--- src/rtl/clb_pkg.sv ---
// Shared types and constants for the CLB column context sequencer.
package clb_pkg;

  localparam int unsigned NUM_CELLS  = 4;
  localparam int unsigned CELL_CFG_W = 9;
  localparam int unsigned COL_CFG_W  = 36;

  localparam int unsigned BYP_OFS  = 8;
  localparam int unsigned SEL0_OFS = 5;
  localparam int unsigned SEL1_OFS = 2;
  localparam int unsigned OP_OFS   = 0;

  // Field order matches the packed context layout, bypass in the MSB.
  typedef struct packed {
    logic       bypass;
    logic [2:0] sel0;
    logic [2:0] sel1;
    logic [1:0] op;
  } cell_cfg_t;

  // Element i occupies bits [9i+8:9i] of the column word.
  typedef cell_cfg_t [NUM_CELLS-1:0] col_cfg_t;

  typedef enum logic [1:0] {
    ALU_ADD = 2'b00,
    ALU_SUB = 2'b01,
    ALU_AND = 2'b10,
    ALU_OR  = 2'b11
  } alu_op_e;

  typedef enum logic [1:0] {
    SHF_PASS = 2'b00,
    SHF_SLL  = 2'b01,
    SHF_SRL  = 2'b10,
    SHF_SRA  = 2'b11
  } shf_op_e;

  typedef enum logic [1:0] {
    IDLE = 2'd0,
    RUN  = 2'd1,
    DONE = 2'd2
  } state_e;

endpackage

--- src/rtl/clb_ctx_mem.sv ---
// Context register file: one synchronous write port, one asynchronous read port.
module clb_ctx_mem
  import clb_pkg::*;
#(
  parameter int unsigned NCTX  = 8,
  parameter int unsigned CTX_W = 3
) (
  input  logic                 clk,
  input  logic                 i_wr_en,
  input  logic [CTX_W-1:0]     i_wr_addr,
  input  logic [COL_CFG_W-1:0] i_wr_data,
  input  logic [CTX_W-1:0]     i_rd_addr,
  output logic [COL_CFG_W-1:0] o_rd_data
);

  // Contents survive reset so a column can be re-run after a reset.
  logic [COL_CFG_W-1:0] r_mem [NCTX];

  always_ff @(posedge clk) begin
    if (i_wr_en) r_mem[i_wr_addr] <= i_wr_data;
  end

  assign o_rd_data = r_mem[i_rd_addr];

endmodule

--- src/rtl/clb_column_sequencer.sv ---
// Replays a run of stored contexts onto the control inputs of one CLB column.
module clb_column_sequencer
  import clb_pkg::*;
#(
  parameter int unsigned NCTX  = 8,
  parameter int unsigned CTX_W = 3,
  parameter int unsigned LEN_W = 8
) (
  input  logic                 clk,
  input  logic                 rst_n,
  input  logic                 cfg_wr_en,
  input  logic [CTX_W-1:0]     cfg_wr_addr,
  input  logic [COL_CFG_W-1:0] cfg_wr_data,
  output logic                 cfg_wr_ready,
  input  logic                 start,
  input  logic [CTX_W-1:0]     start_ctx,
  input  logic [LEN_W-1:0]     run_len,
  input  logic                 stall,
  input  logic                 abort,
  output logic                 busy,
  output logic                 done,
  output logic                 out_valid,
  output logic [3:0]           bypass,
  output logic [2:0]           sel0_0,
  output logic [2:0]           sel1_0,
  output logic [2:0]           sel0_1,
  output logic [2:0]           sel1_1,
  output logic [2:0]           sel0_2,
  output logic [2:0]           sel1_2,
  output logic [2:0]           sel0_3,
  output logic [2:0]           sel1_3,
  output logic [1:0]           selOp0,
  output logic [1:0]           selOp1,
  output logic [1:0]           selOp2,
  output logic [1:0]           selOp3
);

  state_e               r_state, w_state_nxt;
  logic [CTX_W-1:0]     r_ptr, w_ptr_nxt;
  logic [LEN_W-1:0]     r_rem, w_rem_nxt;
  col_cfg_t             r_cfg, w_cfg_nxt;
  logic                 r_valid, w_valid_nxt;
  logic                 r_busy, r_done, r_ready;
  logic                 w_wr_en;
  logic [COL_CFG_W-1:0] w_rd_data;

  assign w_wr_en = cfg_wr_en && r_ready;

  clb_ctx_mem #(
    .NCTX  (NCTX),
    .CTX_W (CTX_W)
  ) u_ctx_mem (
    .clk       (clk),
    .i_wr_en   (w_wr_en),
    .i_wr_addr (cfg_wr_addr),
    .i_wr_data (cfg_wr_data),
    .i_rd_addr (r_ptr),
    .o_rd_data (w_rd_data)
  );

  // State and all output/config registers.
  always_ff @(posedge clk) begin
    if (!rst_n) begin
      r_state <= IDLE;
      r_ptr   <= '0;
      r_rem   <= '0;
      r_cfg   <= '0;
      r_valid <= 1'b0;
      r_busy  <= 1'b0;
      r_done  <= 1'b0;
      r_ready <= 1'b1;
    end else begin
      r_state <= w_state_nxt;
      r_ptr   <= w_ptr_nxt;
      r_rem   <= w_rem_nxt;
      r_cfg   <= w_cfg_nxt;
      r_valid <= w_valid_nxt;
      r_busy  <= (w_state_nxt != IDLE);
      r_done  <= (w_state_nxt == DONE);
      r_ready <= (w_state_nxt == IDLE);
    end
  end

  // Next-state, issue and counter logic.
  always_comb begin
    w_state_nxt = r_state;
    w_ptr_nxt   = r_ptr;
    w_rem_nxt   = r_rem;
    w_cfg_nxt   = r_cfg;
    w_valid_nxt = 1'b0;
    case (r_state)
      IDLE: begin
        w_cfg_nxt = '0;
        if (start) begin
          if (run_len != '0) begin
            w_ptr_nxt   = start_ctx;
            w_rem_nxt   = run_len;
            w_state_nxt = RUN;
          end else begin
            w_state_nxt = DONE;
          end
        end
      end
      RUN: begin
        // Abort outranks both stall and issue.
        if (abort) begin
          w_state_nxt = DONE;
        end else if (!stall) begin
          w_cfg_nxt   = w_rd_data;
          w_valid_nxt = 1'b1;
          w_ptr_nxt   = CTX_W'(r_ptr + CTX_W'(1));
          w_rem_nxt   = LEN_W'(r_rem - LEN_W'(1));
          if (r_rem == LEN_W'(1)) w_state_nxt = DONE;
        end
      end
      DONE: begin
        w_cfg_nxt   = '0;
        w_state_nxt = IDLE;
      end
      default: begin
        w_cfg_nxt   = '0;
        w_state_nxt = IDLE;
      end
    endcase
  end

  assign cfg_wr_ready = r_ready;
  assign busy         = r_busy;
  assign done         = r_done;
  assign out_valid    = r_valid;

  assign bypass = {r_cfg[3].bypass, r_cfg[2].bypass, r_cfg[1].bypass, r_cfg[0].bypass};
  assign sel0_0 = r_cfg[0].sel0;
  assign sel1_0 = r_cfg[0].sel1;
  assign sel0_1 = r_cfg[1].sel0;
  assign sel1_1 = r_cfg[1].sel1;
  assign sel0_2 = r_cfg[2].sel0;
  assign sel1_2 = r_cfg[2].sel1;
  assign sel0_3 = r_cfg[3].sel0;
  assign sel1_3 = r_cfg[3].sel1;
  assign selOp0 = r_cfg[0].op;
  assign selOp1 = r_cfg[1].op;
  assign selOp2 = r_cfg[2].op;
  assign selOp3 = r_cfg[3].op;

endmodule

--- config.mk ---
export PLATFORM = sky130hd
export DESIGN_NAME = clb_column_sequencer
export DESIGN_NICKNAME = d
export VERILOG_FILES = /design/src/rtl/clb_pkg.sv /design/src/rtl/clb_ctx_mem.sv /design/src/rtl/clb_column_sequencer.sv
export SDC_FILE = /design/constraint.sdc
export NUM_CORES = 1
export LEC_CHECK = 0
export CAP_MARGIN = 25
export CORE_MARGIN = 1
export CORE_UTILIZATION = 50
export CTS_CLUSTER_SIZE = 12
export DETAILED_ROUTE_END_ITERATION = 10
export PLACE_DENSITY = 0.75
export SLEW_MARGIN = 10
export SYNTH_ARGS = -nofsm -noshare
export SYNTH_HDL_FRONTEND = slang
export SYNTH_SLANG_ARGS = --single-unit
--- constraint.sdc ---
create_clock -name clk -period 8.1 [get_ports clk]
set_input_delay 1.62 -clock clk [delete_from_list [all_inputs] [get_ports clk]]
set_output_delay 1.62 -clock clk [all_outputs]
set_load 0.01 [all_outputs]
==> reports/qor_table.md, run 1 <==
| Quantity | Reported |
|---|---|
| Total die area | 26600 sq um |
| Width of the chip | 163 um |
| Cell with the biggest individual delay on the critical path | sky130_fd_sc_hd__buf_4 |
| Proportion of layout cells with a drive suffix above 1 | 0.191 |
| Root Buffer | sky130_fd_sc_hd__clkbuf_16 |
| Worst reg-to-reg setup slack | 5.64 ns |
| Floorplan core area | 25300 sq um |
| Placed Cells incl. Taps | 1067 |
| Clock Sinks | 341 |
| Resized cells post-CTS | 0 |
| First-pass GRT wire length | 39600 um |
| Drt first pass iters | 4 |
| Least-Margin Pin Slew | 0.882 ns |
| Top flip-flop cell by instance count after synthesis | sky130_fd_sc_hd__edfxtp_1 |
| WL per Instance | 23.0 um |
| Gr usage total | 0.202 |
| Critical path, cell by cell | clkdlybuf4s50_1, nor2_4, buf_4, nand2_1, a22oi_1, o32ai_1 |
| Warning count from the yosys run | 0 |
| Largest area contributor in the netlist | sky130_fd_sc_hd__edfxtp_1 |
| Iteration-0 DRC count of the detailed router | 501 |
| Leading post-synthesis cells by cell area | sky130_fd_sc_hd__edfxtp_1 67%, sky130_fd_sc_hd__mux4_2 12%, sky130_fd_sc_hd__dfxtp_1 8.2%, sky130_fd_sc_hd__mux2i_1 2.9%, sky130_fd_sc_hd__a211oi_1 2.1% |
| Required time of the critical path | 8.48 ns |
| Class of the tightest hold or removal check | reg -> reg |
| Vertical die dimension | 163 um |
| Critical path type | in -> reg |
| Global route total overflow | 0 |
| Synthesized area per cell | 19.5 sq um |
| Synth Register Bits | 341 |
| Number of standard cells in the final layout excluding fillers | 1132 |
| Max Clock Skew | 0.0209 ns |
| H-tree depth reported by CTS | 2 |
| Count of pins over their slew limit | 0 |
| Critical R2R Capture | sel1_1[0] |
| Remaining DRCs | 0 |
| Cell depth of the worst flop-to-flop path | 5 |
| Net count of the mapped netlist | 726 |
| Hold EP | sel1_0[0] |
| Launch point of the worst path | stall |
| Count of flip-flops with a built-in enable after synthesis | 288 |
| Critical R2R Launch | r_ptr[0] |
| Time the final worst path needs with I/O delays and setup | 3.39 ns |
| Total vias in the final route | 6647 |
| Routability congestion estimate from global placement | 0.838 |
| Number of global-route vias before repair | 6967 |
| Most used standard cell by instance count after synthesis | sky130_fd_sc_hd__edfxtp_1 |
| Run status | completed |
| Share of synthesized area occupied by flip-flops and latches | 0.748 |
| Count of endpoints failing setup in the final report | 0 |
| Capturing element type of the critical path | flop |
| Buffers added on ports | 95 |
| Period utilization | 0.419 |
| Worst slew slack as a fraction of its limit | 0.412 |
| Initial Util | 0.512 |
| Total negative slack for setup checks | 0 ns |
| Clock-pin slew reported for the worst setup and hold paths after clock tree synthesis | 0.05 ns |
| Startpoint of the most critical hold path | sel1_0[0] |
| Detail Route Antenna Nets | 0 |
| Detailed Route WL | 26100 um |
| Share of the core filled with cells in the final layout | 0.611 |
| Startpoint Class | input pin |
| Initial antenna violation count | 0 |
| ANT cells | 0 |
| Max Fclk | 295 MHz |
| Total design power | 0.00378 W |
| Area growth from synthesis to layout | 19.2% |
| Clock Latency Late Sink | 0.52 ns |
| Total of hold buffers inserted after clock tree synthesis | 0 |
| Cts bufs inserted | 36 |
| TritonCTS clock tree | built |
| Pin count of the biggest net entering global routing | 75 |
| Count of pins on the block boundary | 96 |
| Deepest clock path buffer count | 3 |
| Leakage power | 4.83 nW |
| Depth of the worst hold-timing path | 2 |
| Filler cell count in the final layout | 1788 |
| Instance count of the mapped netlist | 667 |
| Unrepaired setup endpoints after global routing | false |
| Peak per-stage delay on the critical path | 0.67 ns |
| Power density relative to cell area | 244 nW/um^2 |
| Number of maximum-capacitance violations | 0 |
| Netlist area before placement | 13000 sq um |
| Number of nets in the finished design | 837 |
| Distinct cell type count of the synthesized netlist | 40 |
| Data arrival at the endpoint of the critical path | 3.77 ns |
| Half-perimeter wire length of the detailed placement result | 13400 um |
| Area fraction of the dominant cell type after synthesis | 0.666 |
| Number of vias per cell after detailed routing | 5.87 |
| Async set-or-reset flop fraction in the synthesized netlist | 0 |
| Num rows | 58 |
| Worst Hold Margin | 0.498 ns |
| CP max FO | 73 |
| Synth top cells by count | 288 x sky130_fd_sc_hd__edfxtp_1, 72 x sky130_fd_sc_hd__mux4_2, 53 x sky130_fd_sc_hd__dfxtp_1 |
| Peak supply drop | 202 uV |
| Setup repair bufs after CTS | 0 |
| Number of hold violations in the final report | 0 |
[sequential cells by signal (all words and copies together) (netlist names)]
register and cells:
busy 1, bypass 4, cfg_wr_ready 1, done 1
out_valid 1, r_ptr 3, r_rem 8, r_state 2
sel0_0 3, sel0_1 3, sel0_2 3, sel0_3 3
sel1_0 3, sel1_1 3, sel1_2 3, sel1_3 3
selOp0 2, selOp1 2, selOp2 2, selOp3 2
u_ctx_mem.r_mem 288
[stage by stage]
stage | worst slack (ns) | area [sq um]
final | 4.71 | 15500
after global routing | 4.55 | 15500
after CTS | 4.74 | 15400
after detailed placement | 4.22 | 14300
after global placement | 4.26 | 14300
after floorplan | 3.32 | 13000
[how the worst max path moves through the flow]
| stage | endpoint | cells past startpoint |
|---|---|---|
| finish | r_rem[7] | 6 |
| global route | r_rem[7] | 6 |
| CTS | r_rem[7] | 6 |
| detailed placement | r_rem[3] | 6 |
| global placement | r_rem[0] | 6 |
| floorplan | u_ctx_mem.r_mem[0][0] | 2 |
[per-layer routing]
layer | track usage | up-vias | share of wire
met5 | 0 | - | 0
met4 | 0.0667 | 0 | 0.016
met3 | 0.0335 | 27 | 0.053
met2 | 0.343 | 212 | 0.51
met1 | 0.266 | 3458 | 0.42
li1 | - | 2950 | -
[cell usage in the layout (no fill, tap or decap), types with 2 or more instances in the layout]
master / count
sky130_fd_sc_hd__nand3_1: 2
sky130_fd_sc_hd__nor3b_1: 2
sky130_fd_sc_hd__nor3_2: 2
sky130_fd_sc_hd__clkbuf_16: 38
sky130_fd_sc_hd__nor2_1: 41
sky130_fd_sc_hd__buf_16: 2
sky130_fd_sc_hd__clkdlybuf4s50_1: 95
sky130_fd_sc_hd__or4_4: 2
sky130_fd_sc_hd__ha_1: 3
sky130_fd_sc_hd__o32ai_1: 6
sky130_fd_sc_hd__a211oi_1: 36
sky130_fd_sc_hd__o31a_1: 3
sky130_fd_sc_hd__a22oi_1: 5
sky130_fd_sc_hd__or2_2: 2
sky130_fd_sc_hd__mux2i_1: 38
sky130_fd_sc_hd__nor2b_1: 4
sky130_fd_sc_hd__mux4_2: 72
sky130_fd_sc_hd__clkbuf_1: 15
sky130_fd_sc_hd__edfxtp_1: 288
sky130_fd_sc_hd__nor4_1: 2
sky130_fd_sc_hd__nand2b_1: 5
sky130_fd_sc_hd__buf_4: 11
sky130_fd_sc_hd__dfxtp_1: 50
sky130_fd_sc_hd__clkinv_2: 3
sky130_fd_sc_hd__dfxtp_4: 2
sky130_fd_sc_hd__nor3_1: 4
sky130_fd_sc_hd__a21oi_1: 12
sky130_fd_sc_hd__inv_1: 7
sky130_fd_sc_hd__nor2_4: 7
sky130_fd_sc_hd__clkinv_1: 3
sky130_fd_sc_hd__nand2_1: 16
sky130_fd_sc_hd__o21ai_0: 5
[report_power, final]
group | total, W | internal (W) | switching (W)
Combinational | 0.000288 | 0.000145 | 0.000144
Clock | 0.00152 | 0.000902 | 0.000618
Sequential | 0.00197 | 0.00194 | 0.0000283
[cell families after synthesis]
group / synth area share
simple gates: 0.0355
buf+inv: 0.0168
mux: 0.154
flops: 0.748
fa+ha+maj: 0.00289
compound gates: 0.0425
[critical path, delay by kind of cell]
family                 cells  cell delay, ns
buffers and inverters      2            1.15
AOI/OAI and AO/OA          2            0.40
and+or+nand+nor            2            0.57
[cell type report]
cell class | count | area [sq um] | area share
Clock buffer | 54 | 1020 | 0.0660
Clock inverter | 8 | 72.6 | 0.00469
Inverter | 7 | 26.3 | 0.00170
Multi-Input combinational cell | 283 | 3120 | 0.201
Sequential cell | 341 | 9720 | 0.628
Tap cell | 330 | 413 | 0.0267
Timing Repair Buffer | 109 | 1110 | 0.0716
Note: power is estimated with default switching activity, not from simulation.
==> inputs of run 2 (changes only) <==
==> constraint.sdc (replaced) <==
create_clock -name clk -period 3.14 [get_ports clk]
set_input_delay 0.628 -clock clk [delete_from_list [all_inputs] [get_ports clk]]
set_output_delay 0.628 -clock clk [all_outputs]
set_load 0.01 [all_outputs]
==> run 2 against run 1 <==
Sequential cell count unchanged. Core utilization grew 0.33 points. Combinational power rose to 2.6 times the previous value. Non-clock buffer count up 6. Sequential power rose to 2.6 times the previous value. Critical endpoint is now r_rem[0]. Largest cell class unchanged. Largest power group unchanged.
==> reports/qor_table.md, run 2 (synthesis results as in run 1) <==
| Quantity | Reported | Change |
|---|---|---|
| Required time of the critical path | 3.59 ns | was 8.48 ns |
| Run status | completed | unchanged |
| Post-place setup slack | 0.420 ns | was 4.22 ns |
| Count of pins over their slew limit | 0 | unchanged |
| Least-Margin Pin Slew | 0.862 ns | was 0.882 ns |
| Area growth from synthesis to layout | 19.9% | was 19.2% |
| Max Fclk | 417 MHz |  |
| Count of endpoints failing setup in the final report | 0 | unchanged |
| Commonest cells after routing, fill and taps aside | 288 x sky130_fd_sc_hd__edfxtp_1, 95 x sky130_fd_sc_hd__clkdlybuf4s50_1, 72 x sky130_fd_sc_hd__mux4_2 | unchanged |
| Peak supply drop | 422 uV | was 202 uV |
| Count of pins on the block boundary | 96 | unchanged |
| Number of vias per cell after detailed routing | 5.91 | was 5.87 |
| Number of hold violations in the final report | 0 | unchanged |
| First-pass GRT wire length | 40000 um | was 39600 um |
| Top cell family by delay on the critical path | simple AND/OR/NAND/NOR gates | was buffers and inverters |
| Min setup slack post-route | 0.743 ns | was 4.71 ns |
| Critical path, cell by cell | nor2b_1, nand2_1, a22oi_1, o221a_2 | was clkdlybuf4s50_1, nor2_4, buf_4, nand2_1, a22oi_1, o32ai_1 |
| Time the final worst path needs with I/O delays and setup | 2.40 ns |  |
| Critical path type | reg -> reg | was in -> reg |
| Total of hold buffers inserted after clock tree synthesis | 0 | unchanged |
| Total vias in the final route | 6739 | was 6647 |
| Vertical die dimension | 163 um | unchanged |
| Number of flip-flops in the largest register | 288 | unchanged |
| Half-perimeter wire length of the detailed placement result | 14300 um | was 13400 um |
| Deepest clock path buffer count | 3 | unchanged |
| Floorplan core area | 25300 sq um | unchanged |
| Pin count of the biggest net entering global routing | 73 | was 75 |
| Max Clock Skew | 0.0196 ns | was 0.0209 ns |
| H-tree depth reported by CTS | 2 | unchanged |
| Cts bufs inserted | 35 | was 36 |
| Number of nets in the finished design | 842 | was 837 |
| Buffers added on ports | 95 | unchanged |
| Worst slew slack as a fraction of its limit | 0.425 | was 0.412 |
| Startpoint Class | flop | was input pin |
| Data arrival at the endpoint of the critical path | 2.85 ns | was 3.77 ns |
| Detail Route Antenna Nets | 0 | unchanged |
| WL per Instance | 23.1 um | was 23.0 um |
| Unrepaired setup endpoints after global routing | false | unchanged |
| CP max FO | 16 | was 73 |
| Setup repair bufs after CTS | 0 | unchanged |
| Power density relative to cell area | 620 nW/um^2 | was 244 nW/um^2 |
| Total negative slack for setup checks | 0 ns | unchanged |
| Peak per-stage delay on the critical path | 0.65 ns | was 0.67 ns |
| Drt first pass iters | 7 | was 4 |
| TritonCTS clock tree | built | unchanged |
| Period utilization | 0.763 |  |
| Width of the chip | 163 um | unchanged |
| Root Buffer | sky130_fd_sc_hd__clkbuf_16 | unchanged |
| Remaining DRCs | 0 | unchanged |
| Number of maximum-capacitance violations | 0 | unchanged |
| Detailed Route WL | 26400 um | was 26100 um |
| Commonest non-fill, non-tap cell in the layout | sky130_fd_sc_hd__edfxtp_1 | unchanged |
| Class of the tightest hold or removal check | reg -> reg | unchanged |
| Gr usage total | 0.204 | was 0.202 |
| Num rows | 58 | unchanged |
| Bufs and invs on worst path | 0 | was 2 |
| Top reg by flops | u_ctx_mem.r_mem | unchanged |
| Initial antenna violation count | 1 | was 0 |
| Resized cells post-CTS | 0 | unchanged |
| Clock Latency Late Sink | 0.52 ns | about the same |
| Routability congestion estimate from global placement | 0.850 | was 0.838 |
| Total die area | 26600 sq um | unchanged |
| Capturing element type of the critical path | flop | unchanged |
| Leakage power | 4.85 nW | was 4.83 nW |
| Clock-pin slew reported for the worst setup and hold paths after clock tree synthesis | 0.07 ns | was 0.05 ns |
| Initial Util | 0.512 | unchanged |
| Clock Sinks | 341 | unchanged |
| Share of the core filled with cells in the final layout | 0.614 | was 0.611 |
| Number of global-route vias before repair | 6903 | was 6967 |
| Iteration-0 DRC count of the detailed router | 827 | was 501 |
| Proportion of layout cells with a drive suffix above 1 | 0.193 | was 0.191 |
| Global route total overflow | 0 | unchanged |
| Cell with the biggest individual delay on the critical path | sky130_fd_sc_hd__dfxtp_1 | was sky130_fd_sc_hd__buf_4 |
## run 2: cell types whose count changed in the layout (fill, tap and decap cells not counted), sizes merged
cell    change
clkinv      -4
diode       +2
inv         +1
clkbuf      +4
bufinv      -1
buf         +6
## run 2: power by group
group	total [W]	leakage (nW)	switching (W)	internal, W
sequential	0.00510	3.04	0.000101	0.00500
combinational	0.000742	1.31	0.000360	0.000382
clock	0.00380	0.499	0.00161	0.00219
total	0.00964	4.85	0.00207	0.00757
## run 2: final cells by class
cell class / instances / area (sq um)
sequential: 341 / 9720
antenna: 2 / 5.00
multi-input combinational: 283 / 3130
timing repair buffer: 115 / 1230
tap: 330 / 413
fill: 1732 / 9770
clock inverter: 4 / 37.5
inverter: 7 / 26.3
clock buffer: 58 / 1000
## run 2: worst paths after layout
check / startpoint / end / slack, ns / cells past startpoint
worst min register to register: r_rem[6] / r_rem[6] / 0.48 / 2
worst min-delay path: r_rem[6] / r_rem[6] / 0.48 / 2
worst max register to register: r_state[0] / r_rem[0] / 0.74 / 4
worst max-delay path: r_state[0] / r_rem[0] / 0.74 / 4
## run 2: layer usage
layer  routed length, um  vias to the layer above  global-route usage
li1                    -                     2950                   -
met1               10800                     3428               0.269
met2               13200                      303               0.341
met3                1770                       58              0.0391
met4                 583                        0              0.0663
met5                   0                        -                   0
## run 2: worst reg2reg max path, cell delays in order (launching register included)
cell                      delay (ns)
sky130_fd_sc_hd__dfxtp_1        0.65
sky130_fd_sc_hd__nor2b_1        0.62
sky130_fd_sc_hd__nand2_1        0.45
sky130_fd_sc_hd__a22oi_1        0.38
sky130_fd_sc_hd__o221a_2        0.25
## run 2: stage by stage
step                      hold WS [ns]  cells  area (sq um)  total power [W]
after floorplan                  0.451    667         13000          0.00564
after global placement           0.463   1076         14500          0.00591
after detailed placement         0.474   1076         14500          0.00594
after CTS                        0.483   1138         15600          0.00971
after global routing             0.518   1138         15600          0.00992
final                            0.485   1140         15600          0.00964
